File: src/rtl/axi2mem_trans_arbiter.sv
// axi2mem_trans_arbiter: shares one two-lane command port between a read and a write channel.
// Ports: rd_*/wr_* channel side (pending, per-lane req/add/id/last in, gnt out);
//        cmd_* shared port side (req/add/id/last/we out, gnt in); busy_o high while a burst is locked.
module axi2mem_trans_arbiter #(
  parameter int ADDR_WIDTH = 32,
  parameter int ID_WIDTH   = 6,
  parameter int LOCK_BURST = 1
) (
  input  logic                    clk_i,
  input  logic                    rst_ni,
  input  logic                    rd_pending_i,
  input  logic [1:0]              rd_req_i,
  input  logic [2*ADDR_WIDTH-1:0] rd_add_i,
  input  logic [2*ID_WIDTH-1:0]   rd_id_i,
  input  logic [1:0]              rd_last_i,
  output logic [1:0]              rd_gnt_o,
  input  logic                    wr_pending_i,
  input  logic [1:0]              wr_req_i,
  input  logic [2*ADDR_WIDTH-1:0] wr_add_i,
  input  logic [2*ID_WIDTH-1:0]   wr_id_i,
  input  logic [1:0]              wr_last_i,
  output logic [1:0]              wr_gnt_o,
  output logic [1:0]              cmd_req_o,
  output logic [2*ADDR_WIDTH-1:0] cmd_add_o,
  output logic [2*ID_WIDTH-1:0]   cmd_id_o,
  output logic [1:0]              cmd_last_o,
  output logic                    cmd_we_o,
  input  logic [1:0]              cmd_gnt_i,
  output logic                    busy_o
);
  typedef enum logic [1:0] {IDLE, RD_LOCK, WR_LOCK} state_t;
  state_t state, state_n;
  logic rr, rr_n;
  logic own_rd, own_wr, hs, last;
  always_ff @(posedge clk_i or negedge rst_ni)
    if (!rst_ni) begin
      state <= IDLE;
      rr    <= 1'b0;
    end else begin
      state <= state_n;
      rr    <= rr_n;
    end
  // Ownership looks only at pending and state, never at req, so req may depend on gnt without a loop.
  always_comb begin
    own_rd     = state == RD_LOCK || (state == IDLE && rd_pending_i && (!wr_pending_i || !rr));
    own_wr     = state == WR_LOCK || (state == IDLE && wr_pending_i && (!rd_pending_i || rr));
    rd_gnt_o   = own_rd ? cmd_gnt_i : 2'b00;
    wr_gnt_o   = own_wr ? cmd_gnt_i : 2'b00;
    cmd_req_o  = own_rd ? rd_req_i & rd_gnt_o : own_wr ? wr_req_i & wr_gnt_o : 2'b00;
    cmd_add_o  = own_rd ? rd_add_i : own_wr ? wr_add_i : '0;
    cmd_id_o   = own_rd ? rd_id_i : own_wr ? wr_id_i : '0;
    cmd_last_o = own_rd ? rd_last_i : own_wr ? wr_last_i : 2'b00;
    cmd_we_o   = own_wr;
    busy_o     = state != IDLE;
    hs         = cmd_gnt_i == 2'b11 && ((own_rd && rd_req_i == 2'b11) || (own_wr && wr_req_i == 2'b11));
    last       = cmd_last_o[0];
    state_n    = state;
    rr_n       = rr;
    if (hs) begin
      if (state == IDLE && !last && LOCK_BURST != 0)
        state_n = own_wr ? WR_LOCK : RD_LOCK;
      else if (state == IDLE || last) begin
        state_n = IDLE;
        rr_n    = own_rd;
      end
    end
  end
endmodule

File: config.mk
export PLATFORM = sky130hd
export DESIGN_NAME = axi2mem_trans_arbiter
export DESIGN_NICKNAME = d
export VERILOG_FILES = /design/src/rtl/axi2mem_trans_arbiter.sv
export SDC_FILE = /design/constraint.sdc
export NUM_CORES = 1
export LEC_CHECK = 0
export CORE_AREA = 2 2 97 99
export CTS_BUF_LIST = sky130_fd_sc_hd__clkbuf_8
export CTS_CLUSTER_DIAMETER = 100
export DETAILED_ROUTE_END_ITERATION = 8
export DIE_AREA = 0 0 99 101
export GPL_ROUTABILITY_DRIVEN = 0
export HOLD_SLACK_MARGIN = 0.08
export PLACE_DENSITY = 0.68
export SLEW_MARGIN = 5
export SYNTH_ARGS = -nofsm -noshare
export SYNTH_HDL_FRONTEND = slang
export SYNTH_SLANG_ARGS = --single-unit
File: constraint.sdc
create_clock -name clk_i -period 5.2 [get_ports clk_i]
set_clock_uncertainty 0.1 [all_clocks]
set_input_delay 0.52 -clock clk_i [delete_from_list [all_inputs] [get_ports clk_i]]
set_output_delay 0.52 -clock clk_i [all_outputs]
set_load 0.005 [all_outputs]
==> flow_summary.toml, run 1 <==
[outcome]
status = "finished clean"

[place]
hpwl_mm = 6.78
place_area_sq_um = 3700
port_buffers = 251

[clock_network]
clk_path_buf_depth = 2
postCtsSetupBuffers = 0
clock_sinks = 3
insertion_delay_ns = 0.22
htreeDepth = 1
cts_tree = "done"
cts_buffers = 3
ctsResizeCount = 0
clk_pin_slew_ns = 0.03
cts_root_buf = "clkbuf_8"
postCtsHoldBufs = 0

[detailed_routing]
vias_per_cell = 4.37
drc = 0
antenna_left = 0
wl_mm = 8.08
drt_pre_antenna_iters = 4
drt_iter0_markers = 39
wire_per_inst_microns = 16.7
routed-via-count = 2119

[logic_synthesis]
synth_top_area_share_pct = 61.1
yosysTopAreaCell = "a22o_1"
ys_warn_count = 0
synth_edf_count = 0
synthTopCellsByCount = "a22o_1, buf_4, clkbuf_1"
yosys_most_used_dff = "dfrtp_1"
synth_most_common_cell = "a22o_1"
synth.area.top_cells = "a22o_1, dfrtp_1, buf_4"
postSynthAreaPerCell_sq_um = 8.24
syn_nets = 300
syn_area_sq_um = 1100
async_flop_share_pct = 100
synth_cells = 134
ys_seq_area_share_pct = 6.80
synth-seq-cells = 3
yosysUniqueCellTypes = 27

[power]
powerDensity_nw_per_um2 = 379
peakVddDrop_v = 0.000308
leakagePower_nw = 1.50

[critical_path]
critPathKind = "input port to primary output"
cp.required_ns = 4.58
endpoint_kind = "primary output"
r2r_start = "state[1]"
start_kind = "input port"
reg2reg_depth = 6
arrival_ns = 3.25
r2r_slack_ns = 2.41
critPathMaxFanout = 44
reg2reg_to = "state[1]"
crit_path_max_incr_delay_ns = 0.58
cpMostUsedCell = "clkdlybuf4s50_1"
worstSetupPathDepth = 8
crit_family = "buffers and inverters"
cp_slowest_cell = "inv_2"
path_buf_inv = 5
worstPathCellList = "clkdlybuf4s50_1, nor3b_1, or3_2, inv_2, buf_12, a22oi_1, inv_1, clkdlybuf4s50_1"

[grt]
antenna_found_initial = 0
gr-total-overflow = 0
grt_pass1_vias = 2147
grt_pass1_wl_mm = 11.7
grt_usage_pct = 14.4
grt_max_degree = 45

[sta]
max_freq_ghz = 0.258
rsz0062_at_grt = "false"
period_minus_slack_ns = 3.87
tightest_slew_ns = 0.782
finalSetupTns_ns = 0
drv_slew = 0
hold_violations = 0
max_slew_margin_pct = 47.8
finalSetupViolations = 0
layout_worst_path_cycle_share_pct = 74.4

[floorplanning]
dieArea_sq_um = 10000
die_w_microns = 99
num_rows = 35
start_util_pct = 12.3
fp.dieH_microns = 101
num_io_pins = 252
coreArea_sq_um = 8980

[finish]
syn_to_final_growth_pct = 239
multi_input_area_sq_um = 917
ff_latch_area_sq_um = 75.1
num_antenna_cells = 0
final_nets = 541
final_area_sq_um = 3740
fillers = 915
drive_gt1_share_pct = 4.01

[worst_hold_path]
hp-class = "input port to async pin"

[flow_run]
max_cap_viol_count = 0
==> worst max path at each step <==
stage / startpoint / to / slack (ns)
3_5_place_dp: rd_pending_i / cmd_last_o[0] / 1.36
4_1_cts: rd_pending_i / cmd_last_o[0] / 1.35
3_3_place_gp: rd_pending_i / cmd_last_o[0] / 1.39
5_1_grt: rd_pending_i / cmd_last_o[0] / 1.19
6_report: rd_pending_i / cmd_last_o[0] / 1.33
2_1_floorplan: rd_pending_i / cmd_id_o[10] / 2.96
==> final cells by class <==
type | count | share of cell area [%]
Multi-Input combinational cell | 108 | 24.5
Inverter | 5 | 0.502
Timing Repair Buffer | 254 | 68.1
Clock buffer | 3 | 1.10
Sequential cell | 3 | 2.01
Clock inverter | 1 | 0.100
Tap cell | 111 | 3.71
==> report_power, final <==
group,switching (mW),total [mW],internal (mW)
logic,0.477,1.30,0.822
clock network,0.0173,0.0677,0.0504
registers,0.0193,0.0534,0.0341
total,0.513,1.42,0.907
==> cell families (layout without fill, tap and decap cells) <==
logic type	after synthesis	count (layout)	synth area share, %
flops	3	3	6.80
simple gates	18	18	9.64
buf+inv	23	263	11.1
compound gates	90	90	72.4
==> cells in the final DEF (no fill, tap or decap), types with 2 or more instances in the layout <==
master / Yosys / final
clkbuf_8: 0 / 3
a22o_1: 77 / 77
nand2_1: 5 / 5
a22oi_1: 3 / 3
and2_1: 4 / 4
dfrtp_1: 3 / 3
clkdlybuf4s50_1: 0 / 251
a211o_1: 2 / 2
inv_1: 5 / 5
nor2b_1: 2 / 2
buf_4: 9 / 2
==> registers in the layout, summed over array words and instances, names as in the netlist <==
register and flops:
state 2, rr 1
==> metal layers <==
layer / track usage, % / share of wire [%]
met2: 26.7 / 53
met5: 0 / 0
met4: 3.27 / 1.1
met1: 17.8 / 41
met3: 1.46 / 5.1
==> through the flow <==
stage | utilization, % | power, mW | hold slack, ns | worst slack (ns) | instances
2_1_floorplan | - | 0.591 | 0.124 | 2.96 | 134
3_3_place_gp | 41.2 | 1.35 | 0.461 | 1.39 | 481
3_5_place_dp | 41.2 | 1.36 | 0.472 | 1.36 | 481
4_1_cts | 41.7 | 1.43 | 0.380 | 1.35 | 485
5_1_grt | 41.7 | 1.51 | 0.390 | 1.19 | 485
6_report | 41.7 | 1.42 | 0.382 | 1.33 | 485
Power figures use the tool's default switching activity.
==> run 2: changes to the inputs <==
--- a/config.mk
+++ b/config.mk
@@ -12,7 +12,7 @@
 export DIE_AREA = 0 0 99 101
 export GPL_ROUTABILITY_DRIVEN = 0
 export HOLD_SLACK_MARGIN = 0.08
-export PLACE_DENSITY = 0.68
+export PLACE_DENSITY = 0.7
 export SLEW_MARGIN = 5
 export SYNTH_ARGS = -nofsm -noshare
 export SYNTH_HDL_FRONTEND = slang
==> constraint.sdc (replaced) <==
create_clock -name clk_i -period 3.5 [get_ports clk_i]
set_clock_uncertainty 0.1 [all_clocks]
set_input_delay 0.35 -clock clk_i [delete_from_list [all_inputs] [get_ports clk_i]]
set_output_delay 0.35 -clock clk_i [all_outputs]
set_load 0.005 [all_outputs]
==> run 2 against run 1 <==
Global-route usage is essentially flat; highest routed layer unchanged; design area up 0.53%; register-to-register slack worse by 1.1 ns; sequential power up 44%; worst setup slack got worse by 0.80 ns; core utilization is 0.22 points higher; critical path type unchanged; hold slack lost 0.17 ns; first-iteration DRC count grew 82%.
==> flow_summary.toml, run 2 (synthesis gave the netlist of run 1 again) <==
[outcome]
status = "finished clean"

[grt]
grt_pass1_vias = 2156
grt_pass1_wl_mm = 11.5
grt_max_degree = 46
gr-total-overflow = 0
grt_usage_pct = 14.4
antenna_found_initial = 0

[floorplanning]
coreArea_sq_um = 8980
num_rows = 35
fp.dieH_microns = 101
dieArea_sq_um = 10000
start_util_pct = 12.3
num_io_pins = 252
die_w_microns = 99

[finish]
fillers = 911
top_regs = "state: 2 flops, rr: 1 flops"
drive_gt1_share_pct = 4.27
final_nets = 542
syn_to_final_growth_pct = 241
final_cell_mix = "clkdlybuf4s50_1, a22o_1, inv_1, nand2_1, and2_1"
stdcell_count = 486
largest_reg_flops = 2
num_antenna_cells = 0
mostFrequentLayoutCell = "clkdlybuf4s50_1"
largest_register = "state"
final_core_util_pct = 41.9

[detailed_routing]
routed-via-count = 2182
antenna_left = 0
wire_per_inst_microns = 16.3
wl_mm = 7.93
drt_iter0_markers = 71
vias_per_cell = 4.49
drc = 0
drt_pre_antenna_iters = 4

[clock_network]
insertion_delay_ns = 0.22
cts_root_buf = "clkbuf_8"
ctsResizeCount = 0
cts_buffers = 3
postCtsSetupBuffers = 0
clock_sinks = 3
postCtsHoldBufs = 0
clk_pin_slew_ns = 0.03
htreeDepth = 1
cts_tree = "done"
clk_path_buf_depth = 2

[sta]
worst_hold_slack_ns = 0.216
max_freq_ghz = 0.337
drv_slew = 0
finalSetupTns_ns = 0
layout_worst_path_cycle_share_pct = 84.9
max_slew_margin_pct = 70.2
tightest_slew_ns = 0.436
hold_violations = 0
period_minus_slack_ns = 2.97
finalSetupViolations = 0
rsz0062_at_grt = "false"

[place]
hpwl_mm = 6.77
dp_cells = 482
port_buffers = 251

[critical_path]
start_kind = "input port"
endpoint_kind = "primary output"
arrival_ns = 2.52
critPathKind = "input port to primary output"
critPathMaxFanout = 39
cp.required_ns = 3.05

[power]
leakagePower_nw = 1.51
peakVddDrop_v = 0.000288
powerDensity_nw_per_um2 = 567
pwr-share-seq_pct = 3.6
power.total_mw = 2.13
pwr-share-comb_pct = 91.8
p_sw_mw = 0.765
clkPwrFrac_pct = 4.6
switching_share_pct = 35.9
p_int_mw = 1.37

[worst_hold_path]
hp-class = "input port to async pin"

[flow_run]
max_cap_viol_count = 0
## run 2: final timing paths
check                                  start            end  slack [ns]  cells after the start
worst max-delay path            rd_pending_i  cmd_add_o[37]        0.53                      7
worst min-delay path                  rst_ni       state[0]        0.22                      1
worst max register to register      state[1]       state[1]        1.34                      6
worst min register to register            rr             rr        0.48                      2
max in group asynchronous             rst_ni             rr        2.94                      1
min in group clk_i                        rr             rr        0.48                      2
## run 2: layout make-up
class / count / area (sq um) / share of cell area [%]
Clock buffer: 3 / 41.3 / 1.10
Clock inverter: 1 / 3.75 / 0.0998
Inverter: 5 / 18.8 / 0.499
Multi-Input combinational cell: 108 / 917 / 24.4
Sequential cell: 3 / 75.1 / 2.00
Tap cell: 111 / 139 / 3.69
Timing Repair Buffer: 255 / 2570 / 68.2
## run 2: metal layers
metal / GRT usage [%] / vias up / part of all wire [%]
li1: - / 1045 / -
met1: 16.0 / 1007 / 37
met2: 26.8 / 122 / 53
met3: 4.09 / 8 / 9.1
met4: 3.79 / 0 / 1.4
met5: 0 / - / 0
## run 2: power by group through the flow
stage	clock, mW	combinational, mW	sequential, mW
global placement	0	1.96	0.0767
detailed placement	0	1.97	0.0782
CTS	0.102	1.98	0.0777
finish	0.0986	1.96	0.0771
global route	0.110	2.11	0.0820
floorplan	0	0.809	0.0683
## run 2: worst max-delay path, stage by stage
cell and delay (ns):
clkdlybuf4s50_1 0.44, nor3b_1 0.16, or3_2 0.48, inv_2 0.12
buf_12 0.20, a22o_1 0.23, clkdlybuf4s50_1 0.52
## run 2: per-stage QoR
stage          instance area [sq um]  worst slack (ns)
4_1_cts                         3760             0.516
3_5_place_dp                    3720             0.535
2_1_floorplan                   1100              1.60
3_3_place_gp                    3720             0.554
5_1_grt                         3760             0.387
6_report                        3760             0.530
